File: config.mk
export PLATFORM = sky130hd
export DESIGN_NAME = imm_encoder
export DESIGN_NICKNAME = d
export VERILOG_FILES = /design/src/rtl/imm_encoder_pkg.sv /design/src/rtl/imm_encoder_rot_check.sv /design/src/rtl/imm_encoder.sv
export SDC_FILE = /design/constraint.sdc
export NUM_CORES = 1
export LEC_CHECK = 0
export ABC_AREA = 1
export CAP_MARGIN = 20
export CORE_MARGIN = 5
export CORE_UTILIZATION = 45
export CTS_CLUSTER_DIAMETER = 80
export DETAILED_ROUTE_END_ITERATION = 10
export PLACE_DENSITY = 0.76
export REMOVE_ABC_BUFFERS = 1
export SKIP_LAST_GASP = 1
export SLEW_MARGIN = 20
export SYNTH_ARGS = -nofsm -noshare
export SYNTH_HDL_FRONTEND = slang
export SYNTH_HIERARCHICAL = 1
export SYNTH_SLANG_ARGS = --single-unit
export TNS_END_PERCENT = 10
File: constraint.sdc
create_clock -name clk -period 4.7 [get_ports clk]
set_input_delay 1.41 -clock clk [delete_from_list [all_inputs] [get_ports clk]]
set_output_delay 1.41 -clock clk [all_outputs]
set_load 0.02 [all_outputs]
File: src/rtl/imm_encoder_pkg.sv
// Shared types and constants for the immediate-operand encoder.
// Search walks even rotations of a 32-bit word looking for an 8-bit window.
package imm_encoder_pkg;

  localparam int WORD_W    = 32;
  localparam int IMM_W     = 8;
  localparam int ROT_STEPS = 16;
  localparam int ROT_W     = $clog2(ROT_STEPS);
  localparam int K_W       = ROT_W + 1;
  localparam int OPND_W    = ROT_W + IMM_W;

  typedef enum logic [1:0] {
    IDLE   = 2'd0,
    SEARCH = 2'd1,
    DONE   = 2'd2
  } state_e;

  // Rotate left modulo the word width; amt=0 returns w unchanged.
  function automatic logic [WORD_W-1:0] rol32(input logic [WORD_W-1:0] w,
                                              input logic [K_W-1:0]    amt);
    logic [2*WORD_W-1:0] dbl;
    dbl = {w, w} << amt;
    return dbl[2*WORD_W-1:WORD_W];
  endfunction

endpackage

File: src/rtl/imm_encoder_rot_check.sv
// Tests one rotation: rotate w left by 2*r and check that only the low byte is populated.
module imm_rot_check
  import imm_encoder_pkg::*;
(
  input  logic [WORD_W-1:0] w_i,
  input  logic [ROT_W-1:0]  r_i,
  output logic              hit_o,
  output logic [IMM_W-1:0]  imm8_o
);

  logic [WORD_W-1:0] rot;

  assign rot    = rol32(w_i, {r_i, 1'b0});
  assign hit_o  = (rot[WORD_W-1:IMM_W] == '0);
  assign imm8_o = rot[IMM_W-1:0];

endmodule

File: src/rtl/imm_encoder.sv
// Sequential immediate encoder: tries one rotation per cycle, direct form first,
// then (optionally) the inverted form, and reports the first encoding found.
module imm_encoder
  import imm_encoder_pkg::*;
(
  input  logic              clk,
  input  logic              rst,
  input  logic              start,
  input  logic [WORD_W-1:0] value,
  input  logic              allow_inv,
  output logic              busy,
  output logic              done,
  output logic              valid,
  output logic              inverted,
  output logic [OPND_W-1:0] shift_operand
);

  state_e              state_q, state_d;
  logic [WORD_W-1:0]   value_q, value_d;
  logic                allow_inv_q, allow_inv_d;
  logic [K_W-1:0]      k_q, k_d;
  logic                valid_q, valid_d;
  logic                inverted_q, inverted_d;
  logic [OPND_W-1:0]   operand_q, operand_d;

  logic [WORD_W-1:0]   w;
  logic                hit;
  logic [IMM_W-1:0]    imm8;
  logic                last_attempt;

  // Attempts 0..15 test value, 16..31 test ~value; k[3:0] is the rotate field.
  assign w = k_q[K_W-1] ? ~value_q : value_q;

  imm_rot_check u_rot_check (
    .w_i    (w),
    .r_i    (k_q[ROT_W-1:0]),
    .hit_o  (hit),
    .imm8_o (imm8)
  );

  assign last_attempt = allow_inv_q ? (k_q == K_W'(2*ROT_STEPS-1))
                                    : (k_q == K_W'(ROT_STEPS-1));

  always_comb begin
    state_d     = state_q;
    value_d     = value_q;
    allow_inv_d = allow_inv_q;
    k_d         = k_q;
    valid_d     = valid_q;
    inverted_d  = inverted_q;
    operand_d   = operand_q;
    case (state_q)
      IDLE: begin
        if (start) begin
          value_d     = value;
          allow_inv_d = allow_inv;
          k_d         = '0;
          state_d     = SEARCH;
        end
      end
      SEARCH: begin
        if (hit) begin
          valid_d    = 1'b1;
          inverted_d = k_q[K_W-1];
          operand_d  = {k_q[ROT_W-1:0], imm8};
          state_d    = DONE;
        end else if (last_attempt) begin
          valid_d    = 1'b0;
          inverted_d = 1'b0;
          operand_d  = '0;
          state_d    = DONE;
        end else begin
          k_d = k_q + 1'b1;
        end
      end
      DONE: begin
        state_d = IDLE;
      end
      default: begin
        state_d = IDLE;
      end
    endcase
  end

  always_ff @(posedge clk or posedge rst) begin
    if (rst) begin
      state_q     <= IDLE;
      value_q     <= '0;
      allow_inv_q <= 1'b0;
      k_q         <= '0;
      valid_q     <= 1'b0;
      inverted_q  <= 1'b0;
      operand_q   <= '0;
    end else begin
      state_q     <= state_d;
      value_q     <= value_d;
      allow_inv_q <= allow_inv_d;
      k_q         <= k_d;
      valid_q     <= valid_d;
      inverted_q  <= inverted_d;
      operand_q   <= operand_d;
    end
  end

  assign busy          = (state_q != IDLE);
  assign done          = (state_q == DONE);
  assign valid         = valid_q;
  assign inverted      = inverted_q;
  assign shift_operand = operand_q;

endmodule

Word-level counts from Yosys, hierarchy flattened
Index checks and enable logic that the tools add are counted.
{ "totals": {"mem_bits_ro": 0, "latchBits": 0, "n_memories": 0, "mem_bits_rw": 0, "wordCells": 42, "in_bits": 36, "reg_bits": 54} }
{ "op_classes": {"shift": 1, "n_eq_ne": 8, "multipliers": 0, "div": 0, "add_sub_neg": 1, "n_lt_le_gt_ge": 0, "n_reduce_logical": 9, "n_bitwise": 1, "muxes": 15} }
{ "op_table": {"columns": ["op", "n"], "rows": [
  ["$shl 64x5->64", 1],
  ["$mux 32", 1],
  ["$not 32->32", 1],
  ["$logic_not 24->1", 1],
  ["$mux 12", 2],
  ["$mux 5", 3],
  ["$pmux 5 s2", 1],
  ["$mux 2", 3],
  ["$ne 2x2->1 const B", 3],
  ["$reduce_and 2->1", 3],
  ["$reduce_bool 2->1", 3],
  ["$add 5x1->5 const B", 1],
  ["$eq 5x4->1 const B", 1],
  ["$eq 5x5->1 const B", 1],
  ["$mux 1", 4],
  ["$pmux 2 s2", 1],
  ["$reduce_and 4->1", 1],
  ["$ne 3x3->1 const B", 1],
  ["$eq 2x1->1 const B", 1],
  ["$eq 2x2->1 const B", 1],
  ["$logic_not 2->1", 1]
]} }

Depth between registers and ports, before layout
{ "logic_depth": {"word_depth": 6, "ltp_mapped": 20} }

Modules after synthesis
The synthesis kept the hierarchy.
{ "modules_own_cells": {"columns": ["mod", "area_per_inst_um2", "cells_each", "seq_area_each_um2", "n_inst"], "rows": [
  ["imm_encoder", 2473.6, 221, 1351.3, 1],
  ["imm_rot_check", 1491.4, 336, 0.0, 1]
]} }

Least setup slack after synthesis
No wires, ideal clock.
{ "synth_path": {"path_kind": "register -> register", "from": "register k_q[4]", "to": "register inverted_q (netlist: inverted)", "setup_time_ns": 0.065, "required_ns": 4.635, "path_slack_ns": 2.447, "synth_period_minus_slack_ns": 2.253, "path_stages_with_launch": 19, "arrival_time_ns": 2.188, "n_path_buf": 3, "cell_sequence": "dfrtp_1 > buf_4 > buf_2 > xor2_1 > nand2_1 > nand3_1 > and2_4 > nand2_1 > nand2_1 > nor2_1 > nand3_1 > nand2_1 > nand2_1 > nor2_2 > inv_1 > nor2_1 > buf_2 > nand2_1 > nand2_1"} }
{ "synth_between": {"elab_chain_len": 5, "word_cells_on_any_way": 9, "classes_between": "2 x eq/ne; 1 x shift; 3 x mux; 3 x reduce/logical"} }
{ "synth_rtl": {"columns": ["item", "line", "text"], "rows": [
  ["from (decl)", "imm_encoder.sv:21", "logic [K_W-1:0] k_q, k_d;"],
  ["from (signal assigned)", "imm_encoder.sv:98", "k_q <= k_d;"],
  ["$mux 32 (*)", "imm_encoder.sv:32", "assign w = k_q[K_W-1] ? ~value_q : value_q;"],
  ["net w[10]", "imm_encoder.sv:26", "logic [WORD_W-1:0] w;"],
  ["$shl 64x5->64 (*)", "imm_encoder_pkg.sv:22", "dbl = {w, w} << amt;"],
  ["$logic_not 24->1 (*)", "imm_encoder_rot_check.sv:14", "assign hit_o = (rot[WORD_W-1:IMM_W] == '0);"],
  ["net hit", "imm_encoder.sv:27", "logic hit;"],
  ["$reduce_bool 2->1 (no source line)", null, null],
  ["$reduce_and 2->1 (no source line)", null, null],
  ["to (signal assigned)", "imm_encoder.sv:100", "inverted_q <= inverted_d;"],
  ["to (decl)", "imm_encoder.sv:23", "logic inverted_q, inverted_d;"]
]} }
Mark *: on every way through the listed nets, which the timed path passes. The rest lies on a longest branch.
A chain may end at the register's enable or synchronous reset.

Worst setup path after layout
{ "layout_path": {"from": "register k_q[4]", "to": "register operand_q[5] (netlist: shift_operand[5])"} }
{ "layout_between": {"elab_chain_len": 5, "word_cells_on_any_way": 9, "classes_between": "2 x eq/ne; 1 x shift; 3 x mux; 3 x reduce/logical"} }
{ "layout_rtl": {"columns": ["item", "line", "text"], "rows": [
  ["$mux 32 (*)", "imm_encoder.sv:32", null],
  ["net w[13]", "imm_encoder.sv:26", null],
  ["$shl 64x5->64 (*)", "imm_encoder_pkg.sv:22", null],
  ["$logic_not 24->1 (*)", "imm_encoder_rot_check.sv:14", null],
  ["net hit", "imm_encoder.sv:27", null],
  ["$reduce_bool 2->1 (no source line)", null, null],
  ["$reduce_and 2->1 (no source line)", null, null],
  ["to (signal assigned)", "imm_encoder.sv:101", "operand_q <= operand_d;"],
  ["to (decl)", "imm_encoder.sv:24", "logic [OPND_W-1:0] operand_q, operand_d;"]
]} }
Marked as above.

==> flow_metrics.py <==
metrics = {
    "outcome": {
        "status": "finished clean",
    },
    "die": {
        "io_pins": 52,
        "fp.dieW_um": 104,
        "start_util_pct": 45.9,
        "die_area_um2": 10800,
        "rows": 34,
        "coreArea_um2": 8640,
        "die_h_um": 104,
    },
    "power_and_ir_drop": {
        "seqPwrFrac_pct": 22.4,
        "p_leak_nw": 2.31,
        "p_per_area_nw_per_um2": 802,
        "power_frac_comb_pct": 69.1,
        "pwr-share-clk_pct": 8.5,
        "peakVddDrop_uv": 293,
        "power_mw": 3.65,
        "power.internal_mw": 1.72,
        "swShare_pct": 52.9,
        "switchingPower_mw": 1.93,
    },
    "sta": {
        "fin_crit_ps": 3170,
        "fmax_ghz": 0.315,
        "hold_viol": 0,
        "final_max_slew_viol_count": 0,
        "period_share_pct": 67.5,
        "relSlewSlack_pct": 45.6,
        "finalClockSkew_ps": 11.2,
        "rsz0062_at_grt": "no",
        "final.setup.tns_ps": 0,
        "worstMarginPinSlew_ps": 816,
        "finalSetupViolCount": 0,
    },
    "synth": {
        "synth_edf_count": 0,
        "ys_seq_area_share_pct": 34.1,
        "ys.flop_type": "dfrtp_1",
        "synth.distinct_cells": 28,
        "ys_async_sr_fraction_pct": 100,
        "synth_area_per_cell_um2": 7.12,
        "synth_area_um2": 3970,
        "ys_ff_latch": 54,
        "synthAdderAreaFrac_pct": 0.316,
        "ys_warn_count": 6,
        "synth_xor_area_share_pct": 7.07,
        "synth_top_family_by_area": "simple AND/OR/NAND/NOR gates",
        "synth_compound_area_share_pct": 3.09,
        "synth_cells": 557,
        "synth.area.mux_share_pct": 9.09,
        "synthSimpleGateAreaFrac_pct": 39.0,
    },
    "place": {
        "placed_area_um2": 4450,
        "numPortBuffers": 51,
        "hpwl_um": 7040,
        "gp_congestion": 0.899,
    },
    "global_routing": {
        "overflow": 0,
        "grt_usage_pct": 17.5,
        "antenna_found_initial": 0,
        "grt_max_degree": 55,
        "grt_pass1_vias": 3434,
        "grt_pass1_wl_um": 16000,
    },
    "worst_setup_path": {
        "critPathMaxStageDelay_ps": 880,
        "critPathKind": "reg -> reg",
        "rr_startpoint": "k_q[4]",
        "arrival_ps": 3420,
        "crit_chain": "buf_12 -> xor2_1 -> nand2_1 -> nand3_1 -> nand2_1 -> o21ai_0 -> nor2_1 -> nand2_1 -> nand2_1 -> nand2_1 -> nor2_2 -> inv_1 -> nor2_1 -> nand2_1 -> nand2_1",
        "cp-startpoint": "k_q[4]",
        "crit_fanout": 23,
        "critPathSlowestCell": "dfrtp_1",
        "critPathRequiredTime_ps": 4950,
        "cp-end-kind": "flop",
        "start_kind": "flop",
        "cp_common_cell": "nand2_1",
    },
    "detailed_routing": {
        "ant_nets": 0,
        "top_layer_used": "met4",
        "wl_met2_um": 4370,
        "drt-pass1-iter-count": 5,
        "post_drt_wl_per_cell_um": 13.2,
        "route.detailed.drc": 0,
        "via_per_inst": 5.13,
        "wl_met3_um": 438,
        "drt-met1-wl_um": 4300,
        "finalWirelength_um": 9210,
        "num_vias": 3584,
        "drt_iter0_drc": 225,
    },
    "clock_network": {
        "cts.sinks": 54,
        "postCtsHoldBufs": 0,
        "cts_tree": "done",
        "clk_latency_ps": 310,
        "cts_buffer_depth": 2,
        "numCtsBuffers": 5,
        "cts_resized": 0,
        "cts_setup_buffers": 0,
        "h-tree-depth": 2,
        "clk_pin_slew_ps": 100,
        "root_buffer": "clkbuf_8",
    },
    "cells_and_area": {
        "final_common_cell": "nand2_1",
        "fillers": 884,
        "nNetsFinal": 626,
        "antenna_cells": 0,
        "syn_to_final_growth_pct": 14.9,
        "design_area_um2": 4560,
        "final_util_pct": 52.8,
        "final_cell_mix": "nand2_1, nand3_1, dfrtp_1",
        "layout-drive-gt1-share_pct": 12.0,
    },
    "hold_path": {
        "min-delay-start": "shift_operand[3]",
        "hold_path_class": "reg -> reg",
    },
    "run": {
        "cap_viol_max_count": 0,
    },
}
kinds of logic after synthesis:
family | count (synthesis)
simple gates | 364
mux | 32
buf+inv | 50
flops | 54
xor+xnor | 32
compound gates | 24
fa+ha+maj | 1
layer usage:
layer / track usage, % / vias up
met5: 0 / -
li1: - / 1849
met3: 3.17 / 5
met1: 23.7 / 1640
met2: 29.1 / 90
met4: 4.26 / 0
power groups by stage:
stage | sequential, mW | clock, mW | combinational, mW
3_3_place_gp | 0.821 | 0 | 2.47
6_report | 0.819 | 0.312 | 2.52
3_5_place_dp | 0.833 | 0 | 2.51
5_1_grt | 0.851 | 0.341 | 2.87
4_1_cts | 0.822 | 0.323 | 2.52
2_1_floorplan | 0.881 | 0 | 1.83
through the flow:
step	hold WS (ps)	cells	worst slack, ps
2_1_floorplan	500	526	1620
3_3_place_gp	455	690	1520
3_5_place_dp	461	690	1470
4_1_cts	485	698	1500
5_1_grt	506	698	1150
6_report	479	698	1530
sequential cells by signal, indices dropped and copies added (netlist names):
signal and count:
allow_inv_q 1, inverted 1, k_q 5, value_q 32, valid 1, state_q 2
shift_operand 12
Yosys cell counts (8+ instances only):
| cell | count | share of area [%] |
|---|---|---|
| nand2_1 | 227 | 21 |
| nand3_1 | 84 | 11 |
| dfrtp_1 | 54 | 34 |
| mux2_2 | 32 | 9.1 |
| xor2_1 | 32 | 7.1 |
| nor2_1 | 28 | 2.7 |
| inv_1 | 16 | 1.5 |
| buf_2 | 13 | 1.6 |
| nand2_2 | 13 | 2.1 |
| o21ai_0 | 12 | 1.5 |
| buf_6 | 9 | 2.6 |
| o21ai_1 | 8 | 1.0 |
area by class of cell:
type / count / area (um^2) / share of cell area, %
multi-input combinational: 453 / 2320 / 51.0
sequential: 54 / 1350 / 29.7
timing repair buffer: 56 / 561 / 12.3
tap: 108 / 135 / 2.97
inverter: 19 / 77.6 / 1.70
clock buffer: 5 / 68.8 / 1.51
clock inverter: 3 / 40.0 / 0.879
path summary, 6_finish.rpt:
path / slack, ps / cells past startpoint / to
setup / recovery: 1530 / 15 / shift_operand[5]
hold / removal: 480 / 2 / shift_operand[3]
max in group asynchronous: 2710 / 2 / value_q[25]
setup reg to reg: 1530 / 15 / shift_operand[5]
hold reg to reg: 480 / 2 / shift_operand[3]
min in group asynchronous: 1550 / 2 / value_q[12]
critical path, delay by kind of cell, from the launching register on:
family / cells / cell delay, ps
AND/OR/NAND/NOR: 11 / 1570
flip-flops: 1 / 880
AO/OA/AOI/OAI: 1 / 180
buffers and inverters: 2 / 340
XOR/XNOR: 1 / 110
Note: power is estimated with default switching activity, not from simulation.
